===== src/rtl/imem_pkg.sv =====
`default_nettype none
// ============================================================================
// Module   : imem_pkg
// Brief    : Shared defaults, port index and request bundle for imem_arbiter.
// Revision : 1.0 - initial release
// ============================================================================
package imem_pkg;

  // Widest supported word address; imem_arbiter's AW must not exceed this.
  localparam int IMEM_AW = 6;
  localparam int IMEM_N  = 32;

  typedef enum logic {
    PORT_FETCH = 1'b0,
    PORT_DEBUG = 1'b1
  } imem_port_e;

  typedef struct packed {
    logic               valid;
    logic [IMEM_AW-1:0] addr;
  } imem_req_t;

  function automatic imem_port_e imem_other_port(input imem_port_e p);
    return (p == PORT_FETCH) ? PORT_DEBUG : PORT_FETCH;
  endfunction

endpackage
`default_nettype wire


===== src/rtl/imem_arb_rsp_slot.sv =====
`default_nettype none
// ============================================================================
// Module   : imem_arb_rsp_slot
// Brief    : One-entry response register with load, flush and valid/ready.
// Revision : 1.0 - initial release
// ============================================================================
module imem_arb_rsp_slot
  import imem_pkg::*;
#(
  parameter int N = IMEM_N
) (
  input  logic         clk,
  input  logic         rst_n,
  input  logic         i_load,
  input  logic [N-1:0] i_load_data,
  input  logic         i_flush,
  input  logic         i_resp_ready,
  output logic         o_resp_valid,
  output logic [N-1:0] o_resp_data,
  output logic         o_free
);

  logic         r_valid;
  logic [N-1:0] r_data;

  // A flush frees the slot in the same cycle, like a consumer handshake would.
  assign o_free       = !r_valid || i_resp_ready || i_flush;
  assign o_resp_valid = r_valid;
  assign o_resp_data  = r_data;

  always_ff @(posedge clk or negedge rst_n) begin
    if (!rst_n) begin
      r_valid <= 1'b0;
      r_data  <= '0;
    end else if (i_flush) begin
      r_valid <= 1'b0;
    end else if (i_load) begin
      r_valid <= 1'b1;
      r_data  <= i_load_data;
    end else if (i_resp_ready) begin
      r_valid <= 1'b0;
    end
  end

endmodule
`default_nettype wire


===== src/rtl/imem_arbiter.sv =====
`default_nettype none
// ============================================================================
// Module   : imem_arbiter
// Brief    : Shares one combinational ROM read port between fetch and debug.
//            Define IMEM_ARB_FETCH_PRIO_EN for fixed fetch priority with a
//            debug starvation limit; otherwise round-robin.
// Revision : 1.0 - initial release
// ============================================================================
module imem_arbiter
  import imem_pkg::*;
#(
  parameter int N          = IMEM_N,
  parameter int AW         = IMEM_AW,
  parameter int STARVE_MAX = 8
) (
  input  logic          clk,
  input  logic          rst_n,
  input  logic          f_req_valid,
  output logic          f_req_ready,
  input  logic [AW-1:0] f_req_addr,
  output logic          f_resp_valid,
  input  logic          f_resp_ready,
  output logic [N-1:0]  f_resp_data,
  input  logic          f_flush,
  input  logic          d_req_valid,
  output logic          d_req_ready,
  input  logic [AW-1:0] d_req_addr,
  output logic          d_resp_valid,
  input  logic          d_resp_ready,
  output logic [N-1:0]  d_resp_data,
  output logic [AW-1:0] mem_addr,
  input  logic [N-1:0]  mem_q
);

  imem_req_t  w_f_req;
  imem_req_t  w_d_req;
  logic       w_f_free;
  logic       w_d_free;
  logic       w_f_elig;
  logic       w_d_elig;
  logic       w_f_gnt;
  logic       w_d_gnt;
  imem_port_e w_winner;

  assign w_f_req.valid = f_req_valid;
  assign w_f_req.addr  = IMEM_AW'(f_req_addr);
  assign w_d_req.valid = d_req_valid;
  assign w_d_req.addr  = IMEM_AW'(d_req_addr);

  // A flush cycle only retires the old fetch word; it never accepts a new one.
  assign w_f_elig = w_f_req.valid && w_f_free && !f_flush;
  assign w_d_elig = w_d_req.valid && w_d_free;

`ifdef IMEM_ARB_FETCH_PRIO_EN
  localparam int c_CNT_W = (STARVE_MAX < 1) ? 1 : $clog2(STARVE_MAX + 1);

  logic [c_CNT_W-1:0] r_starve;
  logic [c_CNT_W-1:0] w_starve_nxt;
  logic               w_starved;

  assign w_starved = (r_starve >= c_CNT_W'(STARVE_MAX));

  always_ff @(posedge clk or negedge rst_n) begin
    if (!rst_n) begin
      r_starve <= '0;
    end else begin
      r_starve <= w_starve_nxt;
    end
  end

  // Saturates at the limit so the debug port keeps its claim until served.
  always_comb begin
    w_starve_nxt = r_starve;
    if (w_d_gnt) begin
      w_starve_nxt = '0;
    end else if (w_d_elig && !w_starved) begin
      w_starve_nxt = r_starve + c_CNT_W'(1);
    end
  end

  always_comb begin
    w_f_gnt  = 1'b0;
    w_d_gnt  = 1'b0;
    w_winner = PORT_FETCH;
    if (w_d_elig && (!w_f_elig || w_starved)) begin
      w_d_gnt  = 1'b1;
      w_winner = PORT_DEBUG;
    end else if (w_f_elig) begin
      w_f_gnt  = 1'b1;
    end
  end
`else
  imem_port_e r_prio;
  imem_port_e w_prio_nxt;

  always_ff @(posedge clk or negedge rst_n) begin
    if (!rst_n) begin
      r_prio <= PORT_FETCH;
    end else begin
      r_prio <= w_prio_nxt;
    end
  end

  // Priority passes to the loser only when someone was actually granted.
  always_comb begin
    w_prio_nxt = r_prio;
    if (w_f_gnt) begin
      w_prio_nxt = imem_other_port(PORT_FETCH);
    end else if (w_d_gnt) begin
      w_prio_nxt = imem_other_port(PORT_DEBUG);
    end
  end

  always_comb begin
    w_f_gnt  = 1'b0;
    w_d_gnt  = 1'b0;
    w_winner = PORT_FETCH;
    if (w_f_elig && (!w_d_elig || r_prio == PORT_FETCH)) begin
      w_f_gnt  = 1'b1;
    end else if (w_d_elig) begin
      w_d_gnt  = 1'b1;
      w_winner = PORT_DEBUG;
    end
  end
`endif

  assign f_req_ready = w_f_gnt;
  assign d_req_ready = w_d_gnt;
  assign mem_addr    = (w_winner == PORT_DEBUG) ? AW'(w_d_req.addr) : AW'(w_f_req.addr);

  imem_arb_rsp_slot #(
    .N (N)
  ) u_f_slot (
    .clk          (clk),
    .rst_n        (rst_n),
    .i_load       (w_f_gnt),
    .i_load_data  (mem_q),
    .i_flush      (f_flush),
    .i_resp_ready (f_resp_ready),
    .o_resp_valid (f_resp_valid),
    .o_resp_data  (f_resp_data),
    .o_free       (w_f_free)
  );

  imem_arb_rsp_slot #(
    .N (N)
  ) u_d_slot (
    .clk          (clk),
    .rst_n        (rst_n),
    .i_load       (w_d_gnt),
    .i_load_data  (mem_q),
    .i_flush      (1'b0),
    .i_resp_ready (d_resp_ready),
    .o_resp_valid (d_resp_valid),
    .o_resp_data  (d_resp_data),
    .o_free       (w_d_free)
  );

endmodule
`default_nettype wire


===== config.mk =====
export PLATFORM = sky130hd
export DESIGN_NAME = imem_arbiter
export DESIGN_NICKNAME = d
export VERILOG_FILES = /design/src/rtl/imem_pkg.sv /design/src/rtl/imem_arb_rsp_slot.sv /design/src/rtl/imem_arbiter.sv
export SDC_FILE = /design/constraint.sdc
export NUM_CORES = 1
export LEC_CHECK = 0
export BUFFER_PORTS_ARGS = -buffer_cell sky130_fd_sc_hd__buf_2
export CORE_ASPECT_RATIO = 0.9
export CORE_MARGIN = 2
export CORE_UTILIZATION = 42
export DETAILED_ROUTE_END_ITERATION = 10
export HOLD_SLACK_MARGIN = 0.06
export PLACE_DENSITY = 0.81
export SYNTH_ARGS = -nofsm -noshare
export SYNTH_HDL_FRONTEND = slang
export SYNTH_SLANG_ARGS = --single-unit

===== constraint.sdc =====
create_clock -name clk -period 1.75 [get_ports clk]
set_clock_uncertainty 0.1 [all_clocks]
set_input_delay 0.35 -clock clk [delete_from_list [all_inputs] [get_ports clk]]
set_output_delay 0.35 -clock clk [all_outputs]
set_load 0.1 [all_outputs]

==> flow_summary.toml <==
[clock_network]
cts_buffers = 9
cts_tree = "built"
insertion_delay_ns = 0.33
clockRootBuffer = "clkbuf_8"
path_clk_slew_ns = 0.07
h-tree-depth = 3
clock-sinks = 67
clk_path_buf_depth = 2

[floorplan]
start_util = 0.428
die_area_mm2 = 0.00727
dieHeight_um = 81.1
rows = 28
die_w_um = 89.6
core_area_mm2 = 0.00648
pin_count = 125

[global_route]
gr-usage-met3 = 0.0569
use_met1 = 0.206
grt_pass1_wl_um = 9290
grt_max_degree = 68
grt_pass1_vias = 1909
grt.busiest_layer = "met2"
gr-usage-met2 = 0.281
antenna_found_initial = 0
grt_overflow_total = 0
grtUsageTotal = 0.170

[min_path]
min_path_type = "in2reg"

[logic_synthesis]
yosysUniqueCellTypes = 18
synth_area_leader_cell = "dfrtp_1"
yosys_warnings = 0
synth.area.top_cells = "dfrtp_1 60%, mux2_2 17%, mux2_4 15%"
syn_inst = 158
ys_seq_area_frac = 0.605
yosysMostFrequentCell = "dfrtp_1"
yosys.area.top_type_share = 0.605
synth_seq_cells = 67
synth_top_family_by_area = "multiplexers"
synth_compound_gate_area_share = 0.0199
muxShareOfSynthArea = 0.321
synth-simple-area-share = 0.0203
netlist_top_cells_count = "67 x dfrtp_1, 43 x mux2_2, 27 x mux2_4"
avgSynthCellArea_um2 = 17.5
async_reset_ff_frac = 1.00
ys.flop_type = "dfrtp_1"
synth_edf_count = 0
synth_xor_area_frac = 0
synthAdderAreaFrac = 0
syn_area_mm2 = 0.00277
syn_nets = 209

[timing]
setup_ws_ns = -0.586
setup_viol_count_final = 64
worst_pin_slew_ns = 0.495
drv_slew = 0
slew_headroom = 0.672
rsz0062_at_grt = "yes"
fin_crit_ns = 2.34
max_freq_mhz = 428
fin_crit_sh = 1.34
hold_viol = 0

[placed_design]
placed_cell_area_mm2 = 0.00367
place_congestion = 0.738
port_buffers = 124
pre_cts_slack_ns = -0.388
dpl.hpwl_um = 4180
place_inst = 381

[job]
drv_cap = 0

[setup_path]
critPathBufInv = 2
crit_family = "flip-flops"
critical_path_class = "reg2out"
cp.required_ns = 1.30
arrival_ns = 1.89
end_kind = "output pin"
worstPathCellList = "nor2b_4 > o311ai_4 > buf_12 > mux2_4 > buf_12"
critPathLaunchType = "flip-flop"
critPathMostFrequentCell = "buf_12"
cp_slowest_cell = "dfrtp_4"
path_max_fanout = 9
max_stage_delay_ns = 0.47

[route]
vias = 1891
finalWirelength_um = 6000
vias_per_cell = 4.69
route.detailed.drc = 0
postRouteAntennaNets = 0
dr.pass1.iters = 4
wl_per_cell_um = 14.9
drt_iter0_drc = 41

[power_and_ir_drop]
p_leak_uw = 0.00207
ir_drop_v = 0.000953
powerDensity_mw_per_mm2 = 1770

[layout]
final_net_count = 359
antennaDiodeCount = 0
fillers = 484
finish.utilization = 0.638
synthToLayoutAreaGrowth_pct = 49.2
postLayoutCellArea_mm2 = 0.00414
fin_cells = 403
layout-drive-gt1-share = 0.773

[status]
violations = "setup timing"
status = "finished with violations"
[sequential cells by signal, summed over array words and instances (netlist names)]
register / flops
u_d_slot.o_resp_data: 32
u_f_slot.o_resp_valid: 1
u_f_slot.o_resp_data: 32
u_d_slot.o_resp_valid: 1
r_prio: 1
[kinds of logic after synthesis]
family                 Yosys count
muxes                           70
DFF                             67
buffers and inverters           10
and+or+nand+nor                  6
AOI/OAI and AO/OA                5
[worst reg2reg max path, stage by stage (launching register included)]
cell	delay, ns
dfrtp_4	0.47
nor2b_4	0.14
buf_4	0.13
buf_6	0.11
a311o_2	0.44
inv_8	0.10
buf_8	0.13
buf_12	0.14
mux2_4	0.30
[report_power, final]
part           internal, uW  switching [uW]
clock                   984             587
sequential             1870             170
combinational           790            2900
[final timing paths]
kind	startpoint	to	slack, ns	cells past startpoint
max	u_f_slot.o_resp_valid$_DFFE_PN0P_	mem_addr[1]	-0.59	5
min	f_flush	u_f_slot.o_resp_valid$_DFFE_PN0P_	0.1	2
max reg2reg	u_f_slot.o_resp_valid$_DFFE_PN0P_	u_f_slot.o_resp_data[24]$_DFFE_PN0P_	-0.41	8
min reg2reg	u_d_slot.o_resp_data[0]$_DFFE_PN0P_	u_d_slot.o_resp_data[0]$_DFFE_PN0P_	0.40	1
max in group asynchronous	rst_n	u_d_slot.o_resp_valid$_DFFE_PN0P_	0.77	3
min in group asynchronous	rst_n	u_d_slot.o_resp_data[3]$_DFFE_PN0P_	0.46	3
[layer usage]
metal	up-vias	share of wire	routed length, um
met5	-	0	0
met4	0	0.015	92
met3	10	0.067	400
met2	78	0.51	3030
met1	946	0.41	2470
li1	857	-	-
[through the flow]
stage	TNS, ns	power [uW]	hold slack, ns
after floorplan	-11.23	5070	-0.0456
after global placement	-11.40	5620	0.294
after detailed placement	-12.09	5670	0.295
after global routing	-20.73	7570	0.0863
final	-17.80	7300	0.0951
after CTS	-12.21	7350	0.112
[what timing repair did]
item | CTS | global route
hold buffers | 1 | 0
pin swaps | 0 | 1
resized for setup | 36 | 7
gates cloned | 0 | 1
buffers inserted | 3 | 3
endpoints found under the setup margin | 62 | 73
hold endpoints to repair | 67 | 0
[final cells by class]
cell class / instances / area, um2 / share of cell area
sequential: 67 / 1680 / 0.407
multi-input combinational: 81 / 1050 / 0.253
timing repair buffer: 146 / 1020 / 0.247
clock buffer: 10 / 138 / 0.0333
clock inverter: 6 / 113 / 0.0272
tap: 90 / 113 / 0.0272
inverter: 3 / 22.5 / 0.00545
[cells in the final DEF (no fill, tap or decap)]
cell / instances
clkinvlp_4: 4
a311o_2: 1
dfrtp_1: 65
mux2_4: 37
buf_2: 116
nor3_1: 1
inv_8: 1
bufinv_16: 3
nand2b_1: 1
buf_6: 3
clkbuf_8: 10
clkbuf_16: 1
nand2b_4: 2
buf_8: 1
dlygate4sd3_1: 1
dfrtp_4: 2
buf_4: 10
o21ai_2: 2
buf_12: 14
a21o_1: 1
o311ai_4: 1
nor2b_4: 1
inv_1: 1
nand2_1: 1
mux2_2: 33
No activity file was read; power rests on OpenSTA's default activity.
